<file path="config.mk">
export PLATFORM = sky130hd
export DESIGN_NAME = stream_switch
export DESIGN_NICKNAME = d
export VERILOG_FILES = /design/src/rtl/stream_switch_pkg.sv /design/src/rtl/stream_switch_rr_pick.sv /design/src/rtl/stream_switch.sv
export SDC_FILE = /design/constraint.sdc
export NUM_CORES = 1
export LEC_CHECK = 0
export BUFFER_PORTS_ARGS = -buffer_cell sky130_fd_sc_hd__buf_2
export CORE_ASPECT_RATIO = 0.8
export CORE_MARGIN = 5
export CORE_UTILIZATION = 35
export CTS_CLUSTER_SIZE = 40
export DETAILED_ROUTE_END_ITERATION = 16
export GPL_TIMING_DRIVEN = 1
export PLACE_DENSITY = 0.65
export SYNTH_ARGS = -nofsm -noshare
export SYNTH_HDL_FRONTEND = slang
export SYNTH_SLANG_ARGS = --single-unit
</file>
<file path="constraint.sdc">
create_clock -name clk -period 1.75 [get_ports clk]
set_clock_uncertainty 0.2 [all_clocks]
set_input_delay 0.4375 -clock clk [delete_from_list [all_inputs] [get_ports clk]]
set_output_delay 0.4375 -clock clk [all_outputs]
set_load 0.01 [all_outputs]
</file>
<file path="src/rtl/stream_switch_pkg.sv">
// Shared FSM state encoding and selection-mode constants for the stream switch.
package stream_switch_pkg;

   localparam int unsigned MODE_MANUAL = 0;
   localparam int unsigned MODE_AUTO   = 1;

   typedef enum logic [1:0] {
      ST_IDLE   = 2'd0,
      ST_WAIT   = 2'd1,
      ST_SWITCH = 2'd2
   } state_e;

endpackage

</file>
<file path="src/rtl/stream_switch_rr_pick.sv">
// Combinational round-robin search: nearest set request strictly after base, wrapping.
module rr_pick #(
   parameter int unsigned NCH = 4
) (
   input  logic [NCH-1:0]         req,
   input  logic [$clog2(NCH)-1:0] base,
   output logic [$clog2(NCH)-1:0] idx,
   output logic                   valid
);

   localparam int unsigned SW = $clog2(NCH);

   int unsigned   pos;
   logic [SW-1:0] p;

   always_comb begin
      idx   = base;
      valid = 1'b0;
      pos   = 0;
      p     = '0;
      // Walk from the farthest offset inward so the nearest hit is written last.
      for (int unsigned off = NCH - 1; off > 0; off--) begin
         pos = (32'(base) + off) % NCH;
         p   = SW'(pos);
         if (req[p]) begin
            idx   = p;
            valid = 1'b1;
         end
      end
   end

endmodule

</file>
<file path="src/rtl/stream_switch.sv">
// Stream switch: steers host read/write strobes to one of NCH channels and returns the
// active channel's data; selection is host-driven or round-robin on ready data.
module stream_switch
   import stream_switch_pkg::*;
#(
   parameter int unsigned NCH  = 4,
   parameter int unsigned DW   = 8,
   parameter int unsigned TMO  = 255,
   parameter int unsigned AUTO = MODE_MANUAL
) (
   input  logic                   clk,
   input  logic                   reset,
   input  logic [$clog2(NCH)-1:0] sel_req,
   input  logic                   sel_wr,
   input  logic                   rd,
   input  logic                   wr,
   output logic [NCH-1:0]         rd_o,
   output logic [NCH-1:0]         wr_o,
   input  logic [NCH-1:0]         drdy_i,
   input  logic [NCH*DW-1:0]      d_i,
   output logic                   drdy,
   output logic [DW-1:0]          d,
   output logic [$clog2(NCH)-1:0] cur_sel,
   output logic                   busy,
   output logic                   tmo_err
);

   localparam int unsigned SW      = $clog2(NCH);
   localparam int unsigned CW      = $clog2(TMO + 1);
   localparam bit          AUTO_EN = (AUTO == MODE_AUTO);

   state_e        state_q, state_d;
   logic [SW-1:0] cur_q, cur_d;
   logic [SW-1:0] tgt_q, tgt_d;
   logic          pend_q, pend_d;
   logic [CW-1:0] cnt_q, cnt_d;
   logic [DW-1:0] d_q, d_d;
   logic          drdy_q, drdy_d;

   logic [SW-1:0] rr_idx;
   logic          rr_valid;
   logic          sel_drdy;
   logic [DW-1:0] sel_data;
   logic          sel_ok;
   logic          timeout;

   rr_pick #(
      .NCH (NCH)
   ) u_rr_pick (
      .req   (drdy_i),
      .base  (cur_q),
      .idx   (rr_idx),
      .valid (rr_valid)
   );

   assign sel_drdy = drdy_i[cur_q];
   assign sel_data = d_i[32'(cur_q) * DW +: DW];
   assign sel_ok   = !AUTO_EN && sel_wr && (32'(sel_req) < NCH);
   // Counter is 1 in the first WAIT cycle, so it equals TMO in the TMO-th one.
   assign timeout  = (state_q == ST_WAIT) && !sel_drdy && (cnt_q == CW'(TMO));

   always_comb begin
      state_d = state_q;
      cur_d   = cur_q;
      tgt_d   = tgt_q;
      pend_d  = pend_q;
      cnt_d   = cnt_q;
      d_d     = d_q;
      drdy_d  = 1'b0;
      unique case (state_q)
         ST_IDLE: begin
            if (rd) begin
               state_d = ST_WAIT;
               cnt_d   = CW'(1);
            end else if (!AUTO_EN && pend_q) begin
               state_d = ST_SWITCH;
            end else if (AUTO_EN && rr_valid && !sel_drdy) begin
               state_d = ST_SWITCH;
               tgt_d   = rr_idx;
            end
         end
         ST_WAIT: begin
            if (sel_drdy) begin
               state_d = ST_IDLE;
               d_d     = sel_data;
               drdy_d  = 1'b1;
               cnt_d   = '0;
            end else if (timeout) begin
               state_d = ST_IDLE;
               cnt_d   = '0;
            end else begin
               cnt_d = cnt_q + 1'b1;
            end
         end
         ST_SWITCH: begin
            state_d = ST_IDLE;
            cur_d   = tgt_q;
            pend_d  = 1'b0;
         end
         default: state_d = ST_IDLE;
      endcase
      // A request landing on the SWITCH exit stays pending for the next IDLE.
      if (sel_ok) begin
         pend_d = 1'b1;
         tgt_d  = sel_req;
      end
   end

   always_ff @(posedge clk) begin
      if (reset) begin
         state_q <= ST_IDLE;
         cur_q   <= '0;
         tgt_q   <= '0;
         pend_q  <= 1'b0;
         cnt_q   <= '0;
         d_q     <= '0;
         drdy_q  <= 1'b0;
      end else begin
         state_q <= state_d;
         cur_q   <= cur_d;
         tgt_q   <= tgt_d;
         pend_q  <= pend_d;
         cnt_q   <= cnt_d;
         d_q     <= d_d;
         drdy_q  <= drdy_d;
      end
   end

   always_comb begin
      rd_o = '0;
      wr_o = '0;
      if (!reset) begin
         if ((state_q == ST_IDLE) && rd) rd_o[cur_q] = 1'b1;
         if ((state_q != ST_SWITCH) && wr) wr_o[cur_q] = 1'b1;
      end
   end

   assign drdy    = drdy_q;
   assign d       = d_q;
   assign cur_sel = cur_q;
   assign busy    = (state_q != ST_IDLE);
   assign tmo_err = timeout && !reset;

endmodule

</file>
* After elaboration in Yosys (flattened, before gate mapping)
Cells that the tools add are included.
** Word-level totals
- Register bits after elaboration :: 24
- Input port bits :: 43
- Output and inout bits :: 21
- Word-level logic and storage cells :: 55
** Cells by class
- Add/sub/neg operators :: 1
- Order comparisons :: 2
- Eq/ne operators :: 7
- Shifts and indexed selects :: 1
- Multiplexer cells :: 20
- Bitwise gates (word level) :: 1
- Reduce and logical (&&, ||, !) cells :: 16
** Operators with widths (count)
- $shiftx 32x6->8 :: 1
- $mux 8 :: 3
- $mux 4 :: 4
- $pmux 8 s2 :: 1
- $add 8x1->8 const B :: 1
- $eq 8x8->1 const B :: 1
- $mux 2 :: 4
- $logic_and 1x1->1 :: 6
- $ne 3x3->1 const B :: 2
- $reduce_and 2->1 :: 3
- $reduce_bool 2->1 :: 3
- $mux 1 :: 5
- $ne 2x2->1 const B :: 2
- $pmux 2 s2 :: 1
- $lt 2x3->1 const B :: 1
- $bmux 1 s2 :: 1
- $demux 1 s2 :: 1
- $eq 2x1->1 const B :: 1
- $eq 2x2->1 const B :: 1
- $ge 2x1->1 const B :: 1
- $logic_not 1->1 :: 2
- $logic_not 2->1 :: 1
- $reduce_or 2->1 :: 1
- $not 1->1 :: 1

* Depth between registers and ports, before layout
- Word-level depth :: 8
- Depth in mapped cells :: 6
- Gate-level depth less buffers :: 5

* Worst setup path after synthesis
OpenSTA, ideal clock, no wires.
- Path type :: reg-to-output
- Start point :: reg cur_q[0], in the netlist cur_sel[0]
- End point :: out tmo_err
- Data arrival time :: 1.330 ns
- Data required time :: 1.112 ns
- Path slack :: -0.217 ns
- Cell stages (with the launch flop) :: 6
- Path buffers :: 1
- Cells stage by stage :: dfxtp_1 -> buf_4 -> mux2_2 -> o22ai_4 -> nand2_1 -> nor2_1
** Between the ends
- Word-level cells in the longest chain between the ends :: 6
** Ends and longest elaborated chain
- start, declared :: RTL line stream_switch.sv:33 : logic [SW-1:0] cur_q, cur_d;
- start signal, assigned :: RTL line stream_switch.sv:120 : cur_q <= cur_d;
- $bmux 1 s2 :: RTL line stream_switch.sv:56 : assign sel_drdy = drdy_i[cur_q];
- $mux 1 (implied by the code) :: RTL line stream_switch.sv:56
- $logic_not 1->1 :: RTL line stream_switch.sv:60 : assign timeout = (state_q == ST_WAIT) && !sel_drdy && (cnt_q == CW'(TMO));
- $logic_and 1x1->1 (2 in series) :: RTL line stream_switch.sv:60
- $logic_and 1x1->1 :: RTL line stream_switch.sv:142 : assign tmo_err = timeout && !reset;
- end, declared :: RTL line stream_switch.sv:25 : output logic tmo_err
Every way passes these cells. The select of a mux whose other input is x is not followed.

* Final worst setup path
- Start point :: reg state_q[1]
- End point :: out tmo_err
** Between the ends
- Word-level cells in the longest chain between the ends :: 4
** Ends and longest elaborated chain
- start, declared :: RTL line stream_switch.sv:32 : state_e state_q, state_d;
- start signal, assigned :: RTL line stream_switch.sv:119 : state_q <= state_d;
- $eq 2x1->1 :: RTL line stream_switch.sv:60
- $logic_and 1x1->1 (2 in series) :: RTL line stream_switch.sv:60
- $logic_and 1x1->1 :: RTL line stream_switch.sv:142
Every way passes these cells.

==> run metrics <==
largest net degree at the start of global routing=23; Period Utilization, post-route=1.166; critical path type=reg2out; Syn Nets=176; Tmin final=2.040 ns; n_diodes=0; ys async rst share=0; vias in the first global route=1,246; crit path max fanout=2; clock root buffer=clkbuf_8; chip width=79.63 um; number of synthesized flops with an enable pin=0; initial antenna violation count=0; IO Count=64; startpoint types=flop; clock power share=0.272; core area=3779 um^2; Syn. warnings=0; Buf/Inv on CP=1; htree depth=1; CTS Buffer Depth=2; DRT Pass-1 Iters=4; Reg power frac=0.496; Cell Area, Synth=1358 um^2; Layout Area Growth over Synthesis=53.55%; # setup viols final=24; clk sink count=24; die height=65.71 um; ys flop type=dfxtp_1; syn avg cell area=10.28 um^2; CTS Buf Count=3; total power=1159 uW; run status=complete, but fails checks; most frequent cells in the layout=buf_2, nor2_1, dfxtp_1; GRT overflow=0; Max-Cap Viols=0; measured slew at the worst slew-check pin=0.3262 ns; Reg area=488.0 um^2; cells along the critical path=or3b_4 > o22ai_4 > nand2_2 > nor2_2 > buf_2; I/O Buffers=63; Overall Global Routing Usage=0.1355; routed wire length per instance=13.39 um; Worst EP required=1.11 ns; max-slew violations=0; Peak Freq=490.3 MHz; area occupied by multi-input gates=874.6 um^2; Worst Slack Setup Final=-0.2897 ns; critical path data arrival time=1.40 ns; layout cells sized above 1=0.5917; first-pass GRT wire length=5602 um; cell count after synthesis=132; FP Rows=20; post-synthesis sequential area ratio=0.3539; post-route cell area=2085 um^2; final HPWL from detailed placement=2750 um; final WL=3656 um; P_leak=0.0009675 uW; vias per inst=4.777; Initial DRC Count=43; Hold WS=0.2144 ns; failing checks=negative setup slack; Initial Utilization=0.3593; Largest delay share family, worst path=simple AND/OR/NAND/NOR gates; area of placed instances=1867 um^2; Psw=287.2 uW; # DRC=0; vias=1,304; final hold vios=0; Die ar.=5232 um^2; Nets=264; Sw Ratio=0.2479; worst hold path type=in2reg; Crit. End Element=output pin; cell-internal power=871.4 uW; hold bufs inserted after CTS=0; Slowest cell on crit path=or3b_4; antenna-violating nets left=0; GP Congestion=0.7396; RSZ-0062 raised after global routing=true; Worst-path clk slew=0.07 ns; commonest non-fill, non-tap cell in the layout=buf_2; combinational fraction of design power=0.232; FILL cells=357; Largest stage delay, worst path=0.41 ns; slew margin rel.=0.7821; CTS tree=done; Synth cell types=38; worst vdd ir=0.3040 mV; worst-skew pair later-pin latency=0.26 ns; pwr/cell area=555.8 nW/um^2; post-synthesis register bit count=24
-- layer usage --
layer	track usage	vias to the layer above	share of wire
li1	-	648	-
met4	0.03219	0	0.0074
met2	0.2292	28	0.51
met3	0.03151	4	0.050
met5	0	-	0
met1	0.1747	624	0.44
-- per-stage QoR --
step / TNS, ns / utilization / cells / setup WS, ns
after floorplan: -0.1391 / - / 132 / -0.1391
after global placement: -1.293 / 0.4940 / 260 / -0.1847
after detailed placement: -1.503 / 0.4940 / 260 / -0.1903
after CTS: -2.252 / 0.5235 / 264 / -0.3178
after global routing: -5.190 / 0.5517 / 273 / -0.3520
final: -3.661 / 0.5517 / 273 / -0.2897
-- cells in the mapped netlist (2+ instances only) --
library cell | count | share of area
dfxtp_1 | 24 | 0.35
nor2_1 | 23 | 0.064
mux2i_1 | 12 | 0.088
nand2_1 | 9 | 0.025
mux4_2 | 8 | 0.13
a211oi_2 | 5 | 0.046
a21oi_1 | 4 | 0.015
nor3_1 | 4 | 0.015
buf_2 | 3 | 0.011
nand2b_1 | 3 | 0.014
nand3b_1 | 3 | 0.017
xor2_1 | 3 | 0.019
buf_1 | 2 | 0.0055
buf_4 | 2 | 0.011
clkbuf_1 | 2 | 0.0055
nand4_1 | 2 | 0.0092
xnor2_1 | 2 | 0.013
-- final timing paths --
path                            slack, ns         end       start  cells after the start
worst max-delay path                -0.29     tmo_err  state_q[1]                      5
worst min register to register       0.28  state_q[1]      pend_q                      1
worst max register to register      -0.22        d[7]  cur_sel[0]                      8
worst min-delay path                 0.21    tgt_q[0]  sel_req[0]                      3
-- power groups by stage --
| stage | logic [uW] | clock network [uW] | registers, uW |
|---|---|---|---|
| 6_report | 269 | 316 | 574 |
| 3_3_place_gp | 225 | 0 | 586 |
| 4_1_cts | 247 | 331 | 573 |
| 2_1_floorplan | 115 | 0 | 595 |
| 3_5_place_dp | 228 | 0 | 587 |
| 5_1_grt | 292 | 352 | 577 |
-- flip-flops by register name, summed over array words and instances (netlist names) --
signal / cells
cur_sel: 2
drdy: 1
tgt_q: 2
pend_q: 1
state_q: 2
d: 8
cnt_q: 8
-- worst register-to-register path: cells and delay by family (launching register included) --
kind | cells | cell delay [ns]
AOI/OAI and AO/OA | 1 | 0.21
and+or+nand+nor | 1 | 0.06
DFF | 1 | 0.38
buffers and inverters | 4 | 0.52
muxes | 2 | 0.49
-- layout make-up --
class                   count  share of cell area
clock buffers               3             0.01981
inverters                   1            0.001801
multi-input cells          98              0.4196
flip-flops and latches     24              0.2341
well taps                  55             0.03301
repair buffers             92              0.2917
-- repair_timing --
item | 4_1_cts | 5_1_grt
resized for setup | 10 | 13
pin swaps | 10 | 11
endpoints found under the setup margin | 19 | 25
setup buffers | 0 | 10
hold endpoints to repair | 0 | 0
gates cloned | 1 | 0
-- kinds of logic after synthesis --
kind of cell	share of synthesized area
and+or+nand+nor	0.1871
DFF	0.3539
muxes	0.2406
AOI/OAI and AO/OA	0.1410
buffers and inverters	0.03594
xor gates and xnor gates	0.03226
adders and majority gates	0.009215
No activity file was read; power rests on OpenSTA's default activity.
